**config.mk**
```make
export PLATFORM = sky130hd
export DESIGN_NAME = keccak_port_ctrl_flat
export DESIGN_NICKNAME = d
export VERILOG_FILES = /design/src/rtl/keccak_port_ctrl_if.sv /design/src/rtl/keccak_port_ctrl.sv /design/src/flat_wrapper.sv
export SDC_FILE = /design/constraint.sdc
export NUM_CORES = 1
export LEC_CHECK = 0
export CAP_MARGIN = 20
export CORE_AREA = 3 3 132 262
export CTS_BUF_LIST = sky130_fd_sc_hd__clkbuf_8
export CTS_CLUSTER_DIAMETER = 100
export DETAILED_ROUTE_END_ITERATION = 10
export DIE_AREA = 0 0 135 265
export MAX_ROUTING_LAYER = met4
export PLACE_DENSITY = 0.87
export SYNTH_ARGS = -nofsm -noshare
export SYNTH_HDL_FRONTEND = slang
export SYNTH_SLANG_ARGS = --single-unit
```
**constraint.sdc**
```tcl
create_clock -name clk -period 31.3 [get_ports clk]
set_clock_uncertainty 0.15 [all_clocks]
set_input_delay 7.825 -clock clk [delete_from_list [all_inputs] [get_ports clk]]
set_output_delay 7.825 -clock clk [all_outputs]
set_load 0.005 [all_outputs]
```
**src/rtl/keccak_port_ctrl_if.sv**
```systemverilog
// Host and core-side signal bundle for keccak_port_ctrl.
// master: the controller; slave: the host/core environment around it.
interface keccak_port_ctrl_if #(
    parameter int unsigned NBYTES = 25
);
    localparam int unsigned BW = 8 * NBYTES;

    logic          in_valid;
    logic          in_ready;
    logic [BW-1:0] in_block;
    logic          out_valid;
    logic          out_ready;
    logic [BW-1:0] out_block;
    logic          core_reset;
    logic [7:0]    core_in_data;
    logic          core_ready;
    logic [7:0]    core_out_data;
    logic          error;

    modport master (
        input  in_valid, in_block, out_ready, core_ready, core_out_data,
        output in_ready, out_valid, out_block, core_reset, core_in_data, error
    );

    modport slave (
        output in_valid, in_block, out_ready, core_ready, core_out_data,
        input  in_ready, out_valid, out_block, core_reset, core_in_data, error
    );
endinterface

```
**src/rtl/keccak_port_ctrl.sv**
```systemverilog
// Host-side controller for the byte-serial Keccak-200 core: streams a state in under core reset,
// then collects the 25 result bytes. Optional RUN watchdog enabled by KECCAK_PORT_TIMEOUT_EN.
module keccak_port_ctrl #(
    parameter int unsigned NBYTES  = 25,
    parameter int unsigned TIMEOUT = 1023
) (
    input logic                clk,
    input logic                rst,
    keccak_port_ctrl_if.master bus
);
    localparam int unsigned      BW    = 8 * NBYTES;
    localparam int unsigned      CNT_W = 5;
    localparam logic [CNT_W-1:0] LAST  = CNT_W'(NBYTES - 1);

    typedef enum logic [2:0] {
        ST_IDLE, ST_LOAD, ST_RUN, ST_UNLOAD, ST_DONE
    } state_t;

    state_t           state, state_nxt;
    logic [CNT_W-1:0] cnt, cnt_nxt;
    logic [BW-1:0]    in_buf, in_buf_nxt;
    logic [BW-1:0]    out_block, out_block_nxt;
    logic [7:0]       core_in_data, core_in_data_nxt;
    logic             in_ready, out_valid, core_reset;
    logic             timeout_hit;

    always_ff @(posedge clk or posedge rst) begin
        if (rst) state <= ST_IDLE;
        else     state <= state_nxt;
    end

    always_comb begin
        state_nxt        = state;
        cnt_nxt          = cnt;
        in_buf_nxt       = in_buf;
        out_block_nxt    = out_block;
        core_in_data_nxt = 8'h00;
        unique case (state)
            ST_IDLE: if (bus.in_valid) begin
                in_buf_nxt       = bus.in_block;
                cnt_nxt          = '0;
                core_in_data_nxt = bus.in_block[7:0];
                state_nxt        = ST_LOAD;
            end
            // Data is registered from the next count so each byte is stable for its whole cycle.
            ST_LOAD: if (cnt == LAST) begin
                cnt_nxt   = '0;
                state_nxt = ST_RUN;
            end else begin
                cnt_nxt          = cnt + CNT_W'(1);
                core_in_data_nxt = in_buf[{cnt_nxt, 3'b000} +: 8];
            end
            ST_RUN: if (bus.core_ready) begin
                out_block_nxt[7:0] = bus.core_out_data;
                cnt_nxt            = CNT_W'(1);
                state_nxt          = ST_UNLOAD;
            end else if (timeout_hit) begin
                state_nxt = ST_IDLE;
            end
            ST_UNLOAD: begin
                out_block_nxt[{cnt, 3'b000} +: 8] = bus.core_out_data;
                if (cnt == LAST) begin
                    cnt_nxt   = '0;
                    state_nxt = ST_DONE;
                end else begin
                    cnt_nxt = cnt + CNT_W'(1);
                end
            end
            ST_DONE: if (bus.out_ready) state_nxt = ST_IDLE;
            default: state_nxt = ST_IDLE;
        endcase
    end

    // Outputs are registered from the next state so they line up with the state they describe.
    always_ff @(posedge clk or posedge rst) begin
        if (rst) begin
            cnt          <= '0;
            in_buf       <= '0;
            out_block    <= '0;
            core_in_data <= 8'h00;
            in_ready     <= 1'b1;
            out_valid    <= 1'b0;
            core_reset   <= 1'b1;
        end else begin
            cnt          <= cnt_nxt;
            in_buf       <= in_buf_nxt;
            out_block    <= out_block_nxt;
            core_in_data <= core_in_data_nxt;
            in_ready     <= (state_nxt == ST_IDLE);
            out_valid    <= (state_nxt == ST_DONE);
            core_reset   <= !((state_nxt == ST_RUN) || (state_nxt == ST_UNLOAD));
        end
    end

`ifdef KECCAK_PORT_TIMEOUT_EN
    localparam int unsigned WD_W = $clog2(TIMEOUT + 1);

    logic [WD_W-1:0] wd;
    logic            error;

    assign timeout_hit = (wd == WD_W'(TIMEOUT - 1));

    // Watchdog counts RUN cycles; Error sticks until the next acceptance.
    always_ff @(posedge clk or posedge rst) begin
        if (rst) begin
            wd    <= '0;
            error <= 1'b0;
        end else begin
            wd <= (state == ST_RUN) ? wd + WD_W'(1) : '0;
            if ((state == ST_RUN) && !bus.core_ready && timeout_hit) error <= 1'b1;
            else if ((state == ST_IDLE) && bus.in_valid)              error <= 1'b0;
        end
    end

    assign bus.error = error;
`else
    logic unused_timeout;
    assign unused_timeout = ^TIMEOUT;
    assign timeout_hit    = 1'b0;
    assign bus.error      = 1'b0;
`endif

    assign bus.in_ready     = in_ready;
    assign bus.out_valid    = out_valid;
    assign bus.out_block    = out_block;
    assign bus.core_reset   = core_reset;
    assign bus.core_in_data = core_in_data;
endmodule

```
**src/flat_wrapper.sv**
```systemverilog
// flat-port wrapper written by rule: the top's interface ports become plain ports
module keccak_port_ctrl_flat 
#(
    parameter int unsigned NBYTES  = 25,
    parameter int unsigned TIMEOUT = 1023
)
  (clk, rst, bus_in_valid, bus_in_block, bus_out_ready, bus_core_ready, bus_core_out_data, bus_in_ready, bus_out_valid, bus_out_block, bus_core_reset, bus_core_in_data, bus_error);
  keccak_port_ctrl_if #(.NBYTES(NBYTES)) bus_i ();
  input logic clk;
  input logic rst;
  input wire logic [$bits(bus_i.in_valid)-1:0] bus_in_valid;
  input wire logic [$bits(bus_i.in_block)-1:0] bus_in_block;
  input wire logic [$bits(bus_i.out_ready)-1:0] bus_out_ready;
  input wire logic [$bits(bus_i.core_ready)-1:0] bus_core_ready;
  input wire logic [$bits(bus_i.core_out_data)-1:0] bus_core_out_data;
  output wire logic [$bits(bus_i.in_ready)-1:0] bus_in_ready;
  output wire logic [$bits(bus_i.out_valid)-1:0] bus_out_valid;
  output wire logic [$bits(bus_i.out_block)-1:0] bus_out_block;
  output wire logic [$bits(bus_i.core_reset)-1:0] bus_core_reset;
  output wire logic [$bits(bus_i.core_in_data)-1:0] bus_core_in_data;
  output wire logic [$bits(bus_i.error)-1:0] bus_error;
  assign bus_i.in_valid = bus_in_valid;
  assign bus_i.in_block = bus_in_block;
  assign bus_i.out_ready = bus_out_ready;
  assign bus_i.core_ready = bus_core_ready;
  assign bus_i.core_out_data = bus_core_out_data;
  assign bus_in_ready = bus_i.in_ready;
  assign bus_out_valid = bus_i.out_valid;
  assign bus_out_block = bus_i.out_block;
  assign bus_core_reset = bus_i.core_reset;
  assign bus_core_in_data = bus_i.core_in_data;
  assign bus_error = bus_i.error;
  keccak_port_ctrl #(.NBYTES(NBYTES), .TIMEOUT(TIMEOUT)) u_core (.clk(clk), .rst(rst), .bus(bus_i));
endmodule
```
==> metrics, run 1 <==
setup bufs post-CTS=0; DP HPWL=40,600 um; Net count, final=2,304; critical path type=input port to flop; DRC violations left=0; PostCTS Resize Cnt=0; register area share after synthesis=57.3%; overall die height=265 um; CTS sink count=419; Yosys warnings=0; Synth area leaders=dfrtp_1 57%, nand2_1 13%, mux2_2 11%; Slew HR=22.8%; clk slew on worst S/H paths=0.07 ns; Tot GR Track Use=31.9%; Starting Density=55.8%; critical path arrival=10.59 ns; maximum VDD drop=0.0000584 V; Static Leak=11.6 nW; Synth Area in Compound Gates=3.44%; r2r setup slk=27.35 ns; Hold Startpoint=u_core.in_buf[94]; syn nets=1,912; vias per cell=5.60; cells after synthesis=1,693; area share of the largest cell type after synthesis=57.0%; Cells on Worst Hold Path=2; Clk Latency, worst-skew pair=0.61 ns; HP Class=flop to flop; FF+latch count, synth=419; Crit path required time=31.69 ns; fillers=2,160; ys async rst share=100%; most frequent cells in the layout=657 x nand2_1, 423 x clkdlybuf4s50_1, 416 x dfrtp_1; Setup crit end kind=flop; CP Max Fanout=108; Synth area leader=dfrtp_1; Synth Flop Type=dfrtp_1; RR Startpoint=u_core.cnt[0]; post-layout util=73.1%; CTS tree=done; max-cap violations=0; cts bufs inserted=54; Place WS=20.48 ns; worst reg2reg path depth=8; Unique masters post-synth=61; largest net degree at the start of global routing=191; run status=complete, no violations; Worst Slack Setup Final=21.10 ns; CTS HTree Levels=2; IO Pins=425; # hold bufs at CTS=0; RSZ-0062 raised after global routing=no; Max Buffers Root-to-Sink=3; first-pass GRT wire length=84,400 um; # setup viols final=0; DRT Pass-1 Iters=5; WL/cell=21.7 um; mapped cell area=18,300 sq um; Pins Over Slew Limit=0; starting DRC count in detailed routing=868; Achievable Freq=98.1 MHz; WHS Endpoint=u_core.in_buf[94]; Port Buffers=423; endpoints failing hold=0; min cycle time layout=10.20 ns; Fin Setup TNS=0 ns; Inst Count DP=2,460; Synth Area in XOR/XNOR=0.608%; Least-Margin Pin Slew=1.16 ns; via count=14,363; Min Hold Slack=0.322 ns; Synth Area in Simple Gates=17.7%; ANT nets after route=0; mux share of post-synthesis cell area=17.6%; worst setup path start=bus_in_valid; Power Dens Cells=82.8 nW/um^2; row count=94; kind of start point of the critical path=input port; die extent in x=135 um; final cell count without fillers=2,566; crit share post-route=32.6%; root buffer cell=clkbuf_8; vias in the first global route=15,301; core area=32,800 sq um; die area=35,800 sq um; share of cells above drive strength 1=16.2%; EDFF count, synth=0; remaining global-route overflow=0; Layout area overhead=30.9%; Worst R2R End=u_core.bus.core_in_data[4]; GPL Wtd Cong=0.939; most common cell after layout, fill and taps aside=nand2_1; Post-Synth Adder-Cell Area=0.410%; WL final=55,700 um; synthesized area per cell=10.8 sq um; initial antenna violation count=8; largest family of logic cells by synthesized area=simple AND/OR/NAND/NOR gates
[report_power, final]
part,switching (mW),internal (mW),leakage [nW]
Clock,0.202,0.222,0.651
Sequential,0.0884,0.669,5.40
Combinational,0.402,0.402,5.59
Total,0.692,1.29,11.6
[final cells by class]
cell class / count / area [sq um] / area share (%)
timing repair buffer: 435 / 4360 / 18.2
multi-input combinational: 1149 / 7310 / 30.5
antenna: 8 / 20.0 / 0.0835
inverter: 26 / 105 / 0.438
tap: 432 / 541 / 2.25
clock buffer: 72 / 991 / 4.13
sequential: 419 / 10500 / 43.8
clock inverter: 25 / 161 / 0.673
[worst max-delay path, cell delays in order]
cell	delay (ns)
clkdlybuf4s50_1	0.52
nor4b_2	0.21
buf_4	0.79
buf_4	0.93
nand2_1	0.16
nand2_1	0.10
[worst max-delay path by stage]
stage | endpoint | cells past startpoint
3_5_place_dp | u_core.in_buf[134] | 6
6_report | u_core.in_buf[157] | 6
4_1_cts | u_core.in_buf[157] | 6
3_3_place_gp | u_core.bus.in_ready | 7
2_1_floorplan | u_core.bus.core_in_data[0] | 1
5_1_grt | u_core.in_buf[58] | 6
[cell usage after synthesis, types with 3 or more instances]
cell type    n
buf_4        8
nor3_1      16
a311oi_1     5
nand3_1     16
nand2b_1     5
nand2_4      4
o31a_1       3
mux4_2      46
a21oi_1      8
mux2i_1     23
xnor2_1      7
ha_1         6
a22o_1       3
and2_1      19
dfrtp_1    417
nand2_1    657
o21ai_0     31
mux2_2     172
o211ai_1     8
clkbuf_1    61
o22a_1       6
nor2b_1      4
nor2_1      49
inv_1       25
and3_1      14
buf_2       26
nor2_2       6
[layer usage]
layer / GRT usage, % / wire length (um) / part of all wire (%) / up-vias
li1: - / - / - / 6378
met1: 31.4 / 17400 / 31 / 7075
met2: 56.1 / 30400 / 55 / 684
met3: 4.08 / 2880 / 5.2 / 226
met4: 24.3 / 5040 / 9.1 / 0
met5: - / 0 / 0 / -
[per-stage QoR]
stage	power, mW	cell area [sq um]
finish	1.98	24000
detailed placement	1.57	22800
CTS	2.00	23900
global placement	1.54	22800
global route	2.08	24000
floorplan	1.18	18300
[cell families (layout without fill, tap and decap cells)]
logic type / after synthesis / count (layout)
AO/OA/AOI/OAI: 88 / 88
XOR/XNOR: 11 / 11
adder cells (fa/ha/maj): 6 / 6
buffers and inverters: 125 / 558
flip-flops: 419 / 419
multiplexers: 243 / 243
other: 1 / 9
AND/OR/NAND/NOR: 800 / 800
[registers in the layout, indices dropped and copies added, names as in the netlist]
signal / count
u_core.bus.in_ready: 1
u_core.bus.out_block: 200
u_core.bus.core_in_data: 8
u_core.in_buf: 200
u_core.bus.core_reset: 1
u_core.state: 3
u_core.bus.out_valid: 1
u_core.cnt: 5
Power figures use the tool's default switching activity.
==> run 2, diff against run 1 <==
--- a/config.mk
+++ b/config.mk
@@ -6,13 +6,13 @@
 export NUM_CORES = 1
 export LEC_CHECK = 0
 export CAP_MARGIN = 20
-export CORE_AREA = 3 3 132 262
+export CORE_AREA = 3 3 137 272
 export CTS_BUF_LIST = sky130_fd_sc_hd__clkbuf_8
 export CTS_CLUSTER_DIAMETER = 100
 export DETAILED_ROUTE_END_ITERATION = 10
-export DIE_AREA = 0 0 135 265
+export DIE_AREA = 0 0 140 275
 export MAX_ROUTING_LAYER = met4
-export PLACE_DENSITY = 0.87
+export PLACE_DENSITY = 0.82
 export SYNTH_ARGS = -nofsm -noshare
 export SYNTH_HDL_FRONTEND = slang
 export SYNTH_SLANG_ARGS = --single-unit
==> constraint.sdc (replaced) <==
create_clock -name clk -period 10.15 [get_ports clk]
set_clock_uncertainty 0.15 [all_clocks]
set_input_delay 2.5375 -clock clk [delete_from_list [all_inputs] [get_ports clk]]
set_output_delay 2.5375 -clock clk [all_outputs]
set_load 0.005 [all_outputs]
==> metrics, run 2 (synthesis gave the netlist of run 1 again) <==
run status=complete, no violations; CP Cell Sequence=clkdlybuf4s50_1 -> nor4b_2 -> buf_4 -> buf_4 -> nand2_1 -> nand2_1; WL final=56,000 um (+0.66%); CTS HTree Levels=2 (unchanged); Worst Path Buf+Inv=3 (unchanged); IO Pins=425 (unchanged); kind of start point of the critical path=input port; Net Sw Frac=35.2% (+0.33 points); HP Class=flop to flop; initial antenna violation count=8 (unchanged); largest net degree at the start of global routing=182 (-4.7%); Static Leak=11.7 nW (+0.13%); DRC violations left=0 (unchanged); Clk Latency, worst-skew pair=0.61 ns (about the same); Worst Slack Setup Final=5.26 ns (-15.84 ns); Setup crit end kind=flop; starting DRC count in detailed routing=769 (-11%); Fin Setup TNS=0 ns (unchanged); most common cell after layout, fill and taps aside=nand2_1; CTS sink count=419 (unchanged); CP Max Fanout=106 (-1.9%); post-layout util=67.5% (-5.6 points); max-cap violations=0 (unchanged); CP top delay family=buffers and inverters; top flop regs=u_core.bus.out_block x200, u_core.in_buf x200, u_core.bus.core_in_data x8; CTS tree=done; via count=14,164 (-1.4%); Pins Over Slew Limit=0 (unchanged); Tot GR Track Use=29.4% (-2.5 points); Worst path slowest cell=buf_4; clock power share=21.0% (-0.3 points); Power Dens Cells=254 nW/um^2 (+210%); Slew HR=25.5% (+2.7 points); endpoints failing hold=0 (unchanged); Crit path required time=10.54 ns (-21.15 ns); PostCTS Resize Cnt=0 (unchanged); Achievable Freq=204 MHz; first-pass GRT wire length=84,800 um (+0.38%); cts bufs inserted=56 (+3.7%); core area=35,600 sq um (+8.4%); setup bufs post-CTS=0 (unchanged); GPL Wtd Cong=0.910 (-3.0%); final cell count without fillers=2,592 (+1.0%); ANT nets after route=0 (unchanged); WL/cell=21.6 um (-0.35%); Inst Count DP=2,479 (+0.77%); min cycle time layout=4.89 ns; Place WS=4.65 ns (-15.84 ns); # setup viols final=0 (unchanged); DRT Pass-1 Iters=5 (unchanged); Net count, final=2,308 (+0.17%); RSZ-0062 raised after global routing=no; vias in the first global route=14,994 (-2.0%); maximum VDD drop=0.000166 V (+180%); most frequent cells in the layout=657 x nand2_1, 423 x clkdlybuf4s50_1, 416 x dfrtp_1; Layout area overhead=31.1%; die area=38,500 sq um (+7.6%); critical path type=input port to flop; max incr delay on CP=0.96 ns (+0.03 ns); die extent in x=140 um (+3.7%); remaining global-route overflow=0 (unchanged); Min Hold Slack=0.323 ns (+0.00132 ns); Port Buffers=423 (unchanged); Least-Margin Pin Slew=1.12 ns (-0.0411 ns); clk slew on worst S/H paths=0.07 ns (about the same); Starting Density=51.5% (-4.3 points); NetSw=2.15 mW (+210%); fillers=2,672 (+24%); share of cells above drive strength 1=16.3% (+0.13 points); crit share post-route=48.2%; part of the power in combinational logic=40.7% (+0.2 points); part of the power in registers=38.3% (about the same); # hold bufs at CTS=0 (unchanged); row count=98 (+4.3%); overall die height=275 um (+3.8%); root buffer cell=clkbuf_8; Max Buffers Root-to-Sink=3 (unchanged); critical path arrival=5.28 ns (-5.31 ns); DP HPWL=41,500 um (+2.2%); vias per cell=5.46 (-2.4%); Pint=3.95 mW (+210%)
## run 2: changes by cell type in the layout (fill, tap and decap cells not counted)
cell,delta
bufinv_16,-2
clkbuf_4,+1
inv_8,-1
clkinv_4,+1
inv_1,+4
buf_12,+1
inv_6,+1
clkinv_2,+1
clkinvlp_4,+2
## run 2: worst paths after layout
check                                  start                    endpoint  depth (start not counted)  slack, ns
setup / recovery                bus_in_valid          u_core.in_buf[143]                          6       5.26
hold / removal             u_core.in_buf[83]           u_core.in_buf[83]                          2       0.32
setup reg to reg               u_core.cnt[0]  u_core.bus.core_in_data[0]                          8       6.27
hold reg to reg            u_core.in_buf[83]           u_core.in_buf[83]                          2       0.32
max in group asynchronous                rst           u_core.in_buf[66]                          3       6.03
min in group asynchronous                rst             u_core.state[1]                          2       2.31
## run 2: per-stage QoR
stage / total power [mW] / instance area (sq um)
after floorplan: 3.65 / 18300
after global placement: 4.77 / 22800
after detailed placement: 4.86 / 22800
after CTS: 6.15 / 23900
after global routing: 6.41 / 24000
final: 6.10 / 24000
## run 2: power by group through the flow
stage	clock (mW)	sequential (mW)	combinational, mW
2_1_floorplan	0	2.29	1.37
3_3_place_gp	0	2.33	2.44
3_5_place_dp	0	2.36	2.50
4_1_cts	1.30	2.33	2.51
5_1_grt	1.38	2.37	2.65
6_report	1.28	2.34	2.48
## run 2: worst min-delay path, delay by kind of cell, from the launching register on
| kind | cells | cell delay [ns] |
|---|---|---|
| flip-flops | 1 | 0.34 |
| AND/OR/NAND/NOR | 2 | 0.10 |
## run 2: final cells by class
cell class,count,area (sq um),area share (%)
clock inverters,31,146,0.610
repair buffers,437,4380,18.3
clock buffers,72,991,4.13
multi-input cells,1149,7310,30.5
inverters,26,101,0.422
flip-flops and latches,419,10500,43.7
well taps,450,563,2.35
diodes,8,20.0,0.0834
## run 2: per-layer routing
layer	share of wire (%)	track usage, %
met5	0	-
met4	8.0	20.3
met3	4.5	3.15
met2	55	52.9
met1	32	29.7
==> run 3, diff against run 2 <==
--- a/config.mk
+++ b/config.mk
@@ -6,13 +6,13 @@
 export NUM_CORES = 1
 export LEC_CHECK = 0
 export CAP_MARGIN = 20
-export CORE_AREA = 3 3 137 272
+export CORE_AREA = 3 3 144 286
 export CTS_BUF_LIST = sky130_fd_sc_hd__clkbuf_8
 export CTS_CLUSTER_DIAMETER = 100
 export DETAILED_ROUTE_END_ITERATION = 10
-export DIE_AREA = 0 0 140 275
+export DIE_AREA = 0 0 147 289
 export MAX_ROUTING_LAYER = met4
-export PLACE_DENSITY = 0.82
+export PLACE_DENSITY = 0.78
 export SYNTH_ARGS = -nofsm -noshare
 export SYNTH_HDL_FRONTEND = slang
 export SYNTH_SLANG_ARGS = --single-unit
==> constraint.sdc (replaced) <==
create_clock -name clk -period 4.35 [get_ports clk]
set_clock_uncertainty 0.15 [all_clocks]
set_input_delay 1.0875 -clock clk [delete_from_list [all_inputs] [get_ports clk]]
set_output_delay 1.0875 -clock clk [all_outputs]
set_load 0.005 [all_outputs]
==> metrics, run 3 (synthesis gave the netlist of run 1 again) <==
finished layout cell area=24,300 sq um (+1.0%); starting DRC count in detailed routing=760 (-1.2%); Place WS=0.946 ns (-3.70 ns); GPL Wtd Cong=0.888 (-2.4%); clk slew on worst S/H paths=0.07 ns (about the same); # setup viols final=0 (unchanged); die extent in x=147 um (+5.0%); Least-Margin Pin Slew=1.01 ns (-0.104 ns); RSZ-0062 raised after global routing=no; first-pass GRT wire length=86,100 um (+1.6%); critical path type=flop to flop; Pins Over Slew Limit=0 (unchanged); CTS tree=done; DP HPWL=43,200 um (+4.1%); Clk Latency, worst-skew pair=0.62 ns (about the same); most frequent cells in the layout=657 x nand2_1, 423 x clkdlybuf4s50_1, 416 x dfrtp_1; max-cap violations=0 (unchanged); die area=42,500 sq um (+10%); max incr delay on CP=0.70 ns (-0.26 ns); Starting Density=46.4% (-5.1 points); vias per cell=5.31 (-2.8%); Crit path required time=4.76 ns (-5.78 ns); CP Cell Sequence=inv_1 -> ha_2 -> buf_4 -> nor2_1 -> nand3_1 -> o211ai_1 -> o22a_1; remaining global-route overflow=0 (unchanged); Worst path slowest cell=nor2_1; top flop regs=u_core.bus.out_block x200, u_core.in_buf x200, u_core.bus.core_in_data x8; DRC violations left=0 (unchanged); r2r setup slk=1.06 ns (-5.21 ns); Max Buffers Root-to-Sink=3 (unchanged); Tot GR Track Use=27.2% (-2.2 points); CTS sink count=419 (unchanged); WL final=57,300 um (+2.2%); Worst Slack Setup Final=1.06 ns (-4.19 ns); Static Leak=11.7 nW (+0.67%); Net count, final=2,324 (+0.69%); min cycle time layout=3.29 ns; Post-DP Area=23,100 sq um (+1.2%); most common cell after layout, fill and taps aside=nand2_1; run status=complete, no violations; CP Max Fanout=36 (-66%); WL/cell=21.3 um (-1.3%); crit share post-route=75.5%; cts bufs inserted=57 (+1.8%); Port Buffers=423 (unchanged); Layout area overhead=32.4%; core area=39,400 sq um (+11%); via count=14,258 (+0.66%); CTS HTree Levels=2 (unchanged); Setup crit end kind=flop; DRT Pass-1 Iters=5 (unchanged); maximum VDD drop=0.000294 V (+77%); root buffer cell=clkbuf_8; kind of start point of the critical path=flop; IO Pins=425 (unchanged); setup bufs post-CTS=0 (unchanged); Slew HR=32.3% (+6.8 points); HP Class=flop to flop; vias in the first global route=15,065 (+0.47%); # hold bufs at CTS=0 (unchanged); share of cells above drive strength 1=16.8% (+0.51 points); overall die height=289 um (+5.1%); initial antenna violation count=12 (+4); critical path arrival=3.69 ns (-1.59 ns); row count=103 (+5.1%); Achievable Freq=304 MHz; ANT nets after route=0 (unchanged); endpoints failing hold=0 (unchanged); PostCTS Resize Cnt=0 (unchanged); Power Dens Cells=587 nW/um^2 (+130%); largest net degree at the start of global routing=193 (+6.0%)
==> run 3: metal layers <==
| metal | vias up | share of wire [%] | GRT usage (%) |
|---|---|---|---|
| met5 | - | 0 | - |
| met4 | 0 | 6.4 | 16.1 |
| met3 | 176 | 4.4 | 3.04 |
| met2 | 564 | 56 | 50.6 |
| met1 | 7076 | 33 | 27.2 |
| li1 | 6442 | - | - |
==> run 3: worst max-delay path: cells and delay by family (launching register included) <==
kind	cells	cell delay, ns
fa+ha+maj	1	0.29
flops	1	0.58
simple gates	2	1.20
buf+inv	2	0.43
compound gates	2	0.54
==> run 3: final timing paths <==
check	endpoint	startpoint	depth (start not counted)
min in group asynchronous	u_core.bus.out_block[163]	rst	2
max reg2reg	u_core.bus.core_in_data[7]	u_core.cnt[1]	7
min	u_core.in_buf[63]	u_core.in_buf[63]	2
min reg2reg	u_core.in_buf[63]	u_core.in_buf[63]	2
max	u_core.bus.core_in_data[7]	u_core.cnt[1]	7
max in group asynchronous	u_core.in_buf[16]	rst	3
==> run 3: area by class of cell <==
class,instances,area [sq um]
Antenna cell,13,32.5
Clock buffer,72,991
Clock inverter,28,134
Fill cell,3235,15200
Inverter,26,101
Multi-Input combinational cell,1149,7310
Sequential cell,419,10500
Tap cell,525,657
Timing Repair Buffer,452,4540
==> run 3: metrics by stage <==
step           instances  hold slack, ns  total power [mW]  utilization, %  setup TNS, ns
6_report            2684           0.321              14.2            61.5              0
5_1_grt             2683           0.343              15.0            61.5              0
4_1_cts             2670           0.324              14.4            61.4              0
3_5_place_dp        2570           0.308              11.4            58.6              0
3_3_place_gp        2570           0.302              11.2            58.6              0
2_1_floorplan       1693           0.287              8.53               -       -1060.05
==> run 3: report_power, final <==
group / total [mW] / switching [mW] / internal (mW)
logic: 5.77 / 2.83 / 2.94
clock network: 2.98 / 1.49 / 1.49
registers: 5.49 / 0.668 / 4.82
total: 14.2 / 4.99 / 9.25
